`config.mk`:
```
export PLATFORM = sky130hd
export DESIGN_NAME = recovery_rf_restore_flat
export DESIGN_NICKNAME = d
export VERILOG_FILES = /design/src/rtl/recovery_rf_restore_if.sv /design/src/rtl/recovery_rf_restore.sv /design/src/flat_wrapper.sv
export SDC_FILE = /design/constraint.sdc
export NUM_CORES = 1
export LEC_CHECK = 0
export ABC_AREA = 1
export CORE_MARGIN = 1.5
export CORE_UTILIZATION = 30
export CTS_BUF_LIST = sky130_fd_sc_hd__clkbuf_8 sky130_fd_sc_hd__clkbuf_16
export DETAILED_ROUTE_END_ITERATION = 6
export GPL_ROUTABILITY_DRIVEN = 0
export MAX_ROUTING_LAYER = met4
export SYNTH_ARGS = -nofsm -noshare
export SYNTH_HDL_FRONTEND = slang
export SYNTH_SLANG_ARGS = --single-unit
```
`constraint.sdc`:
```
create_clock -name clk_i -period 2.56 [get_ports clk_i]
set_input_delay 0.256 -clock clk_i [delete_from_list [all_inputs] [get_ports clk_i]]
set_output_delay 0.256 -clock clk_i [all_outputs]
set_load 0.05 [all_outputs]
```
`src/rtl/recovery_rf_restore_if.sv`:
```
// Bus between the restore sequencer, the recovery RF read ports and the core RF write ports.
// The sequencer side uses the master modport.
interface recovery_rf_restore_if #(
  parameter int ADDR_WIDTH = 5,
  parameter int DataWidth  = 32
);
  logic [ADDR_WIDTH-1:0] raddr_a_o, raddr_b_o;
  logic [DataWidth-1:0]  rdata_a_i, rdata_b_i;
  logic [ADDR_WIDTH-1:0] waddr_a_o, waddr_b_o;
  logic [DataWidth-1:0]  wdata_a_o, wdata_b_o;
  logic                  we_a_o, we_b_o;
  logic                  core_ready_i;

  modport master (
    output raddr_a_o, raddr_b_o,
    input  rdata_a_i, rdata_b_i,
    output waddr_a_o, wdata_a_o, we_a_o,
    output waddr_b_o, wdata_b_o, we_b_o,
    input  core_ready_i
  );

  modport slave (
    input  raddr_a_o, raddr_b_o,
    output rdata_a_i, rdata_b_i,
    input  waddr_a_o, wdata_a_o, we_a_o,
    input  waddr_b_o, wdata_b_o, we_b_o,
    output core_ready_i
  );
endinterface

```
`src/rtl/recovery_rf_restore.sv`:
```
// Replays the recovery RF into the core RF two registers per cycle, skipping R0,
// through a single registered write stage with a valid/ready handshake.
module recovery_rf_restore #(
  parameter int ADDR_WIDTH = 5,
  parameter int DataWidth  = 32,
  parameter int FPU        = 0,
  parameter int PULP_ZFINX = 0
) (
  input  logic clk_i,
  input  logic rst_ni,
  input  logic start_i,
  output logic busy_o,
  output logic done_o,
  recovery_rf_restore_if.master bus
);

  localparam int NUM_LANES   = 2;
  localparam int NumWords    = 2 ** (ADDR_WIDTH - 1);
  localparam int NumTotWords = NumWords + ((FPU != 0 && PULP_ZFINX == 0) ? NumWords : 0);
  // One extra bit so cnt+1 / cnt+2 past the top of the space never wrap to a low address.
  localparam int CW          = ADDR_WIDTH + 1;
  localparam logic [CW-1:0] TotW = CW'(NumTotWords);

  typedef enum logic [1:0] {IDLE, READ, DRAIN, DONE} state_e;

  state_e        state_q, state_d;
  logic [CW-1:0] cnt_q, cnt_d, cnt_p1, cnt_p2;
  logic          capture, accept;

  logic [NUM_LANES-1:0]                 we_q;
  logic [NUM_LANES-1:0][ADDR_WIDTH-1:0] waddr_q;
  logic [NUM_LANES-1:0][DataWidth-1:0]  wdata_q;

  assign cnt_p1  = cnt_q + CW'(1);
  assign cnt_p2  = cnt_q + CW'(2);
  assign accept  = we_q[0] & bus.core_ready_i;
  // Lane A is always valid when the stage holds a pair, so it doubles as the stage-full flag.
  assign capture = (state_q == READ) && (!we_q[0] || bus.core_ready_i);

  always_ff @(posedge clk_i or negedge rst_ni) begin
    if (!rst_ni) begin
      state_q <= IDLE;
      cnt_q   <= CW'(1);
    end else begin
      state_q <= state_d;
      cnt_q   <= cnt_d;
    end
  end

  always_comb begin
    state_d       = state_q;
    cnt_d         = cnt_q;
    busy_o        = 1'b0;
    done_o        = 1'b0;
    bus.raddr_a_o = '0;
    bus.raddr_b_o = '0;
    case (state_q)
      IDLE: begin
        if (start_i) begin
          cnt_d   = CW'(1);
          state_d = READ;
        end
      end
      READ: begin
        busy_o        = 1'b1;
        bus.raddr_a_o = cnt_q[ADDR_WIDTH-1:0];
        bus.raddr_b_o = cnt_p1[ADDR_WIDTH-1:0];
        if (capture) begin
          cnt_d = cnt_p2;
          if (cnt_p2 >= TotW) state_d = DRAIN;
        end
      end
      DRAIN: begin
        busy_o = 1'b1;
        if (accept || !we_q[0]) state_d = DONE;
      end
      DONE: begin
        done_o  = 1'b1;
        state_d = IDLE;
      end
      default: state_d = IDLE;
    endcase
  end

  // Write stage: loads on capture, clears on acceptance, otherwise holds bit-stable.
  always_ff @(posedge clk_i or negedge rst_ni) begin
    if (!rst_ni) begin
      we_q    <= '0;
      waddr_q <= '0;
      wdata_q <= '0;
    end else if (capture) begin
      we_q[0]    <= 1'b1;
      we_q[1]    <= (cnt_p1 < TotW);
      waddr_q[0] <= cnt_q[ADDR_WIDTH-1:0];
      waddr_q[1] <= cnt_p1[ADDR_WIDTH-1:0];
      wdata_q[0] <= bus.rdata_a_i;
      wdata_q[1] <= bus.rdata_b_i;
    end else if (accept) begin
      we_q    <= '0;
      waddr_q <= '0;
      wdata_q <= '0;
    end
  end

  assign bus.we_a_o    = we_q[0];
  assign bus.waddr_a_o = waddr_q[0];
  assign bus.wdata_a_o = wdata_q[0];
  assign bus.we_b_o    = we_q[1];
  assign bus.waddr_b_o = waddr_q[1];
  assign bus.wdata_b_o = wdata_q[1];

endmodule

```
`src/flat_wrapper.sv`:
```
// flat-port wrapper written by rule: the top's interface ports become plain ports
module recovery_rf_restore_flat 
#(
  parameter int ADDR_WIDTH = 5,
  parameter int DataWidth  = 32,
  parameter int FPU        = 0,
  parameter int PULP_ZFINX = 0
)
  (clk_i, rst_ni, start_i, busy_o, done_o, bus_raddr_a_o, bus_raddr_b_o, bus_rdata_a_i, bus_rdata_b_i, bus_waddr_a_o, bus_wdata_a_o, bus_we_a_o, bus_waddr_b_o, bus_wdata_b_o, bus_we_b_o, bus_core_ready_i);
  recovery_rf_restore_if #(.ADDR_WIDTH(ADDR_WIDTH), .DataWidth(DataWidth)) bus_i ();
  input  logic clk_i;
  input  logic rst_ni;
  input  logic start_i;
  output logic busy_o;
  output logic done_o;
  output wire logic [$bits(bus_i.raddr_a_o)-1:0] bus_raddr_a_o;
  output wire logic [$bits(bus_i.raddr_b_o)-1:0] bus_raddr_b_o;
  input wire logic [$bits(bus_i.rdata_a_i)-1:0] bus_rdata_a_i;
  input wire logic [$bits(bus_i.rdata_b_i)-1:0] bus_rdata_b_i;
  output wire logic [$bits(bus_i.waddr_a_o)-1:0] bus_waddr_a_o;
  output wire logic [$bits(bus_i.wdata_a_o)-1:0] bus_wdata_a_o;
  output wire logic [$bits(bus_i.we_a_o)-1:0] bus_we_a_o;
  output wire logic [$bits(bus_i.waddr_b_o)-1:0] bus_waddr_b_o;
  output wire logic [$bits(bus_i.wdata_b_o)-1:0] bus_wdata_b_o;
  output wire logic [$bits(bus_i.we_b_o)-1:0] bus_we_b_o;
  input wire logic [$bits(bus_i.core_ready_i)-1:0] bus_core_ready_i;
  assign bus_raddr_a_o = bus_i.raddr_a_o;
  assign bus_raddr_b_o = bus_i.raddr_b_o;
  assign bus_i.rdata_a_i = bus_rdata_a_i;
  assign bus_i.rdata_b_i = bus_rdata_b_i;
  assign bus_waddr_a_o = bus_i.waddr_a_o;
  assign bus_wdata_a_o = bus_i.wdata_a_o;
  assign bus_we_a_o = bus_i.we_a_o;
  assign bus_waddr_b_o = bus_i.waddr_b_o;
  assign bus_wdata_b_o = bus_i.wdata_b_o;
  assign bus_we_b_o = bus_i.we_b_o;
  assign bus_i.core_ready_i = bus_core_ready_i;
  recovery_rf_restore #(.ADDR_WIDTH(ADDR_WIDTH), .DataWidth(DataWidth), .FPU(FPU), .PULP_ZFINX(PULP_ZFINX)) u_core (.clk_i(clk_i), .rst_ni(rst_ni), .start_i(start_i), .busy_o(busy_o), .done_o(done_o), .bus(bus_i));
endmodule
```
# == Word-level counts from Yosys, hierarchy flattened ==
# Cells that the tools add are included.
# word_totals
word_cells,47
input_bits,68
ff_bits,84
# classes
n_eq_ne,7
bitwise,1
n_reduce_logical,10
muxes,18
n_addsub,2
magnitude_cmp,2
# ops
operator,count
2-to-1 mux 64 bit,2
2-to-1 mux 10 bit,2
2-to-1 mux 2 bit,6
2-to-1 mux 6 bit,2
case mux 6 bit (2 select lines),1
2-to-1 mux 5 bit,2
case mux 2 bit (4 select lines),1
"adder 6 x 1 -> 6 bit, second input constant",1
"adder 6 x 2 -> 6 bit, second input constant",1
">= comparator 6 x 5 -> 1 bit, second input constant",1
"less-than comparator 6 x 5 -> 1 bit, second input constant",1
"equality test 2 bit, second input constant",2
"!= test 2 x 1 -> 1 bit, second input constant",2
"!= test 2 bit, second input constant",2
AND reduction 4 bit,1
nonzero test 2 bit,2
AND reduction 3 bit,1
"equality test 2 x 1 -> 1 bit, second input constant",1
logical NOT 2 bit,1
logical OR 1 bit,2
2-to-1 mux 1 bit,2
OR reduction 2 bit,1
AND 1 bit,1
logical AND 1 bit,1
logical NOT 1 bit,1

# == Longest topological paths before layout ==
# logic_depth
depth_word,5
mapped_depth,9
mapped_depth_nobuf,8

# == Worst setup path before layout ==
# Ideal clock, no wire load.
# synth_timing
path_kind,flip-flop to output port
start,reg u_core.cnt_q[0]
end,out bus_raddr_b_o[4]
slack_ps,672
t_arrival_ps,1632
path_stages_with_launch,5
required_time_ps,2304
cell_sequence,dfstp_2 -> ha_1 -> nand3_1 -> xor2_1 -> nor2_1
# synth_between
elab_chain_cells,2
# synth_lines
item,line_no,text
start: declaration,recovery_rf_restore.sv:27,"logic [CW-1:0] cnt_q, cnt_d, cnt_p1, cnt_p2;"
start signal: assignment,recovery_rf_restore.sv:46,cnt_q <= cnt_d;
adder 6 x 1 -> 6 bit,recovery_rf_restore.sv:34,assign cnt_p1 = cnt_q + CW'(1);
2-to-1 mux 5 bit,recovery_rf_restore.sv:57,case (state_q)
end: declaration,flat_wrapper.sv:17,output wire logic [$bits(bus_i.raddr_b_o)-1:0] bus_raddr_b_o;
# Every way passes these cells.

# == Worst setup path after layout ==
# layout_timing
start,reg u_core.state_q[1]
end,out bus_raddr_a_o[1]
# layout_between
elab_chain_cells,2
# layout_lines
item,line_no,text
start: declaration,recovery_rf_restore.sv:26,"state_e state_q, state_d;"
start signal: assignment,recovery_rf_restore.sv:45,state_q <= state_d;
equality test 2 x 1 -> 1 bit,recovery_rf_restore.sv:57,
2-to-1 mux 5 bit,recovery_rf_restore.sv:57,
end: declaration,flat_wrapper.sv:16,output wire logic [$bits(bus_i.raddr_a_o)-1:0] bus_raddr_a_o;
# Every way passes these cells.

==> results.md <==
* Status: finished clean
* Synth unique cells at 23
* # diodes at 0
* Worst-Skew Late Latency at 0.36 ns
* Max cap viols at 0
* Clock Tree Buf Depth at 2
* Number of placed I/O pins at 156
* Total negative slack at 0 ns
* Mean Syn Cell Area at 12.2 um^2
* Clk sinks at 84
* Delay-heaviest family, CP: buffers and inverters
* CP Launch Type: flip-flop
* Worst path cell trace: inv_1 > ha_1 > nand2_1 > inv_1 > clkdlybuf4s50_1
* Placed cells at 556
* Max-slew violations at 0
* Initial antenna violation count at 0
* Commonest non-fill, non-tap cell in the layout: clkdlybuf4s50_1
* Post-synthesis sequential area ratio at 63.8%
* Setup CP Type: reg -> out
* Final Hold Viols at 0
* Core area at 0.0108 mm^2
* Most common cell on crit path: inv_1
* Leak at 2.45 nW
* CTS buffer count at 9
* Postcts setup bufs at 0
* Synth Net Count at 344
* Die height at 108 um
* Final worst slack at 0.107 ns
* Yosys top cell by area: dfrtp_1
* TritonCTS clock tree: built
* Initial Util at 30.5%
* Slowest library cell on the worst path: clkdlybuf4s50_1
* Reg2Reg Setup Slack at 0.54 ns
* DR iter-0 viols at 134
* Residual DRC count at 0
* Final worst path period share at 95.8%
* Switch Pwr at 3.60 mW
* Number of buffers inserted by port buffering at 155
* Root buffer cell: clkbuf_8
* Ranking of synthesized cells by area: dfrtp_1 (63%), a22o_1 (17%), nand2_1 (4.2%)
* Area delta synth->final at 58.5%
* Yosys reg bits at 84
* FF-to-FF End: u_core.cnt_q[3]
* PwrDens at 1440 mW/mm^2
* Vias per cell at 4.71
* Share of cells above drive strength 1 at 7.41%
* Pre-CTS WS at 0.469 ns
* Switching Fraction at 47.8%
* Worst clock skew at 0.0119 ns
* F_max at 408 MHz
* Final setup violation count at 0
* Routed WL per cell at 15.8 um
* Rows at 38
* Max VDD drop at 0.000823 V
* Relative slew slack at 64.0%
* Width of the die at 108 um
* Peak fanout along the critical path at 8
* DR vias at 2,695
* Post-Syn Area at 0.00330 mm^2
* Post-route ant nets at 0
* Worst R2R Start: u_core.state_q[1]
* Worst hold path type: in -> async
* Fin nets at 502
* Htree depth at 3
* First-pass GRT wire length at 14.2 mm
* Overall Global Routing Usage at 16.6%
* Maximum number of pins on one net before global-route repair at 47
* Most frequent cells in the layout: clkdlybuf4s50_1 (148), dfrtp_1 (83), a22o_1 (65)
* Clock power frac at 13.3%
* Ys Warns at 0
* Die area at 0.0116 mm^2
* Tot Pwr at 7.52 mW
* Pint at 3.92 mW
* Crit path time final at 2.45 ns
* WP depth at 5
* First-pass DRT Iterations at 4
* DP HPWL at 6.28 mm
* Reg2reg path depth at 8
* Critical path arrival at 2.20 ns
* Comb pwr share at 58.6%
* Flop pwr share at 28.1%
* Drt total wl at 9.03 mm
* Tightest Pin Transition at 0.539 ns
* Fillers at 1,010
* Overflow after GRT at 0
* Clock Pin Slew Worst Setup and Hold Paths at 0.08 ns
* Vias in the first global route at 2,709
* Area fraction of the dominant cell type after synthesis at 63.0%
* Finished Layout Cells at 572
* Crit path capture type: output port
* Slowest cell delay on critical path at 0.79 ns
* Worst endpoint required time at 2.30 ns
* Unrepaired setup endpoints after global routing: no
* Buf+Inv Stages, Crit Path at 3
* Gate Count Post-Synth at 270
[synthesized netlist by cell type]
| library cell | count |
|---|---|
| a21oi_1 | 4 |
| nand4_1 | 2 |
| buf_2 | 9 |
| inv_1 | 17 |
| inv_2 | 3 |
| xor2_1 | 2 |
| o21ai_2 | 1 |
| dfstp_2 | 1 |
| o21ai_1 | 1 |
| nand2_1 | 37 |
| nor2_1 | 4 |
| buf_6 | 4 |
| clkbuf_1 | 3 |
| ha_1 | 6 |
| o22ai_1 | 2 |
| dfrtp_1 | 83 |
| xnor2_1 | 1 |
| or2_2 | 2 |
| o21ai_0 | 12 |
| buf_4 | 1 |
| nand3_1 | 9 |
| o211ai_1 | 1 |
| a22o_1 | 65 |
[registers in the layout (all words and copies together), names as in the netlist]
register	flops
u_core.cnt_q	6
u_core.bus.waddr_b_o	5
u_core.bus.waddr_a_o	5
u_core.bus.wdata_b_o	32
u_core.bus.wdata_a_o	32
u_core.we_q	2
u_core.state_q	2
[routing by layer]
| layer | track usage (%) | wire length [um] |
|---|---|---|
| met2 | 25.6 | 4290 |
| met1 | 21.0 | 4020 |
| met3 | 5.27 | 601 |
| met4 | 4.89 | 124 |
| met5 | - | 0 |
[how the worst max path moves through the flow]
stage / to / from / slack (ns)
6_report: bus_raddr_a_o[1] / u_core.state_q[1] / 0.11
5_1_grt: bus_raddr_b_o[0] / u_core.state_q[1] / 0.003
4_1_cts: bus_raddr_a_o[3] / u_core.state_q[1] / 0.07
3_5_place_dp: bus_raddr_a_o[3] / u_core.state_q[1] / 0.47
3_3_place_gp: bus_raddr_a_o[3] / u_core.state_q[1] / 0.55
2_1_floorplan: bus_raddr_b_o[4] / u_core.cnt_q[0] / 0.67
[through the flow]
stage                     utilization (%)  hold slack [ns]  area [um^2]
after floorplan                         -          -0.0396         3300
after global placement               46.3            0.276         5000
after detailed placement             46.3            0.280         5000
after CTS                            48.3            0.428         5220
after global routing                 48.4            0.455         5230
final                                48.4            0.402         5230
[area by class of cell]
cell class	count	area, um^2	share of cell area [%]
Clock buffer	9	124	2.37
Multi-Input combinational cell	149	1010	19.3
Clock inverter	6	82.6	1.58
Inverter	20	75.1	1.44
Sequential cell	84	2100	40.3
Tap cell	140	175	3.35
Timing Repair Buffer	164	1660	31.7
[logic make-up (layout without fill, tap and decap cells)]
kind of cell / Yosys count / in the layout / share of synthesized area [%]
compound gates: 86 / 86 / 20.7
xor+xnor: 3 / 3 / 0.797
fa+ha+maj: 6 / 6 / 2.28
buf+inv: 37 / 199 / 5.58
flops: 84 / 84 / 63.8
simple gates: 54 / 54 / 6.80
[repair_timing]
action	in CTS	in global routing
hold endpoints to repair	37	0
resized for setup	0	3
endpoints found under the setup margin	0	3
hold buffers	1	0
[power groups by stage]
stage / registers [mW] / logic (mW) / clock network, mW
floorplan: 3.68 / 1.39 / 0
global placement: 2.12 / 4.41 / 0
detailed placement: 2.13 / 4.44 / 0
CTS: 2.12 / 4.45 / 1.03
global route: 2.18 / 4.66 / 1.10
finish: 2.11 / 4.40 / 0.999
(Power assumes the default switching activity.)
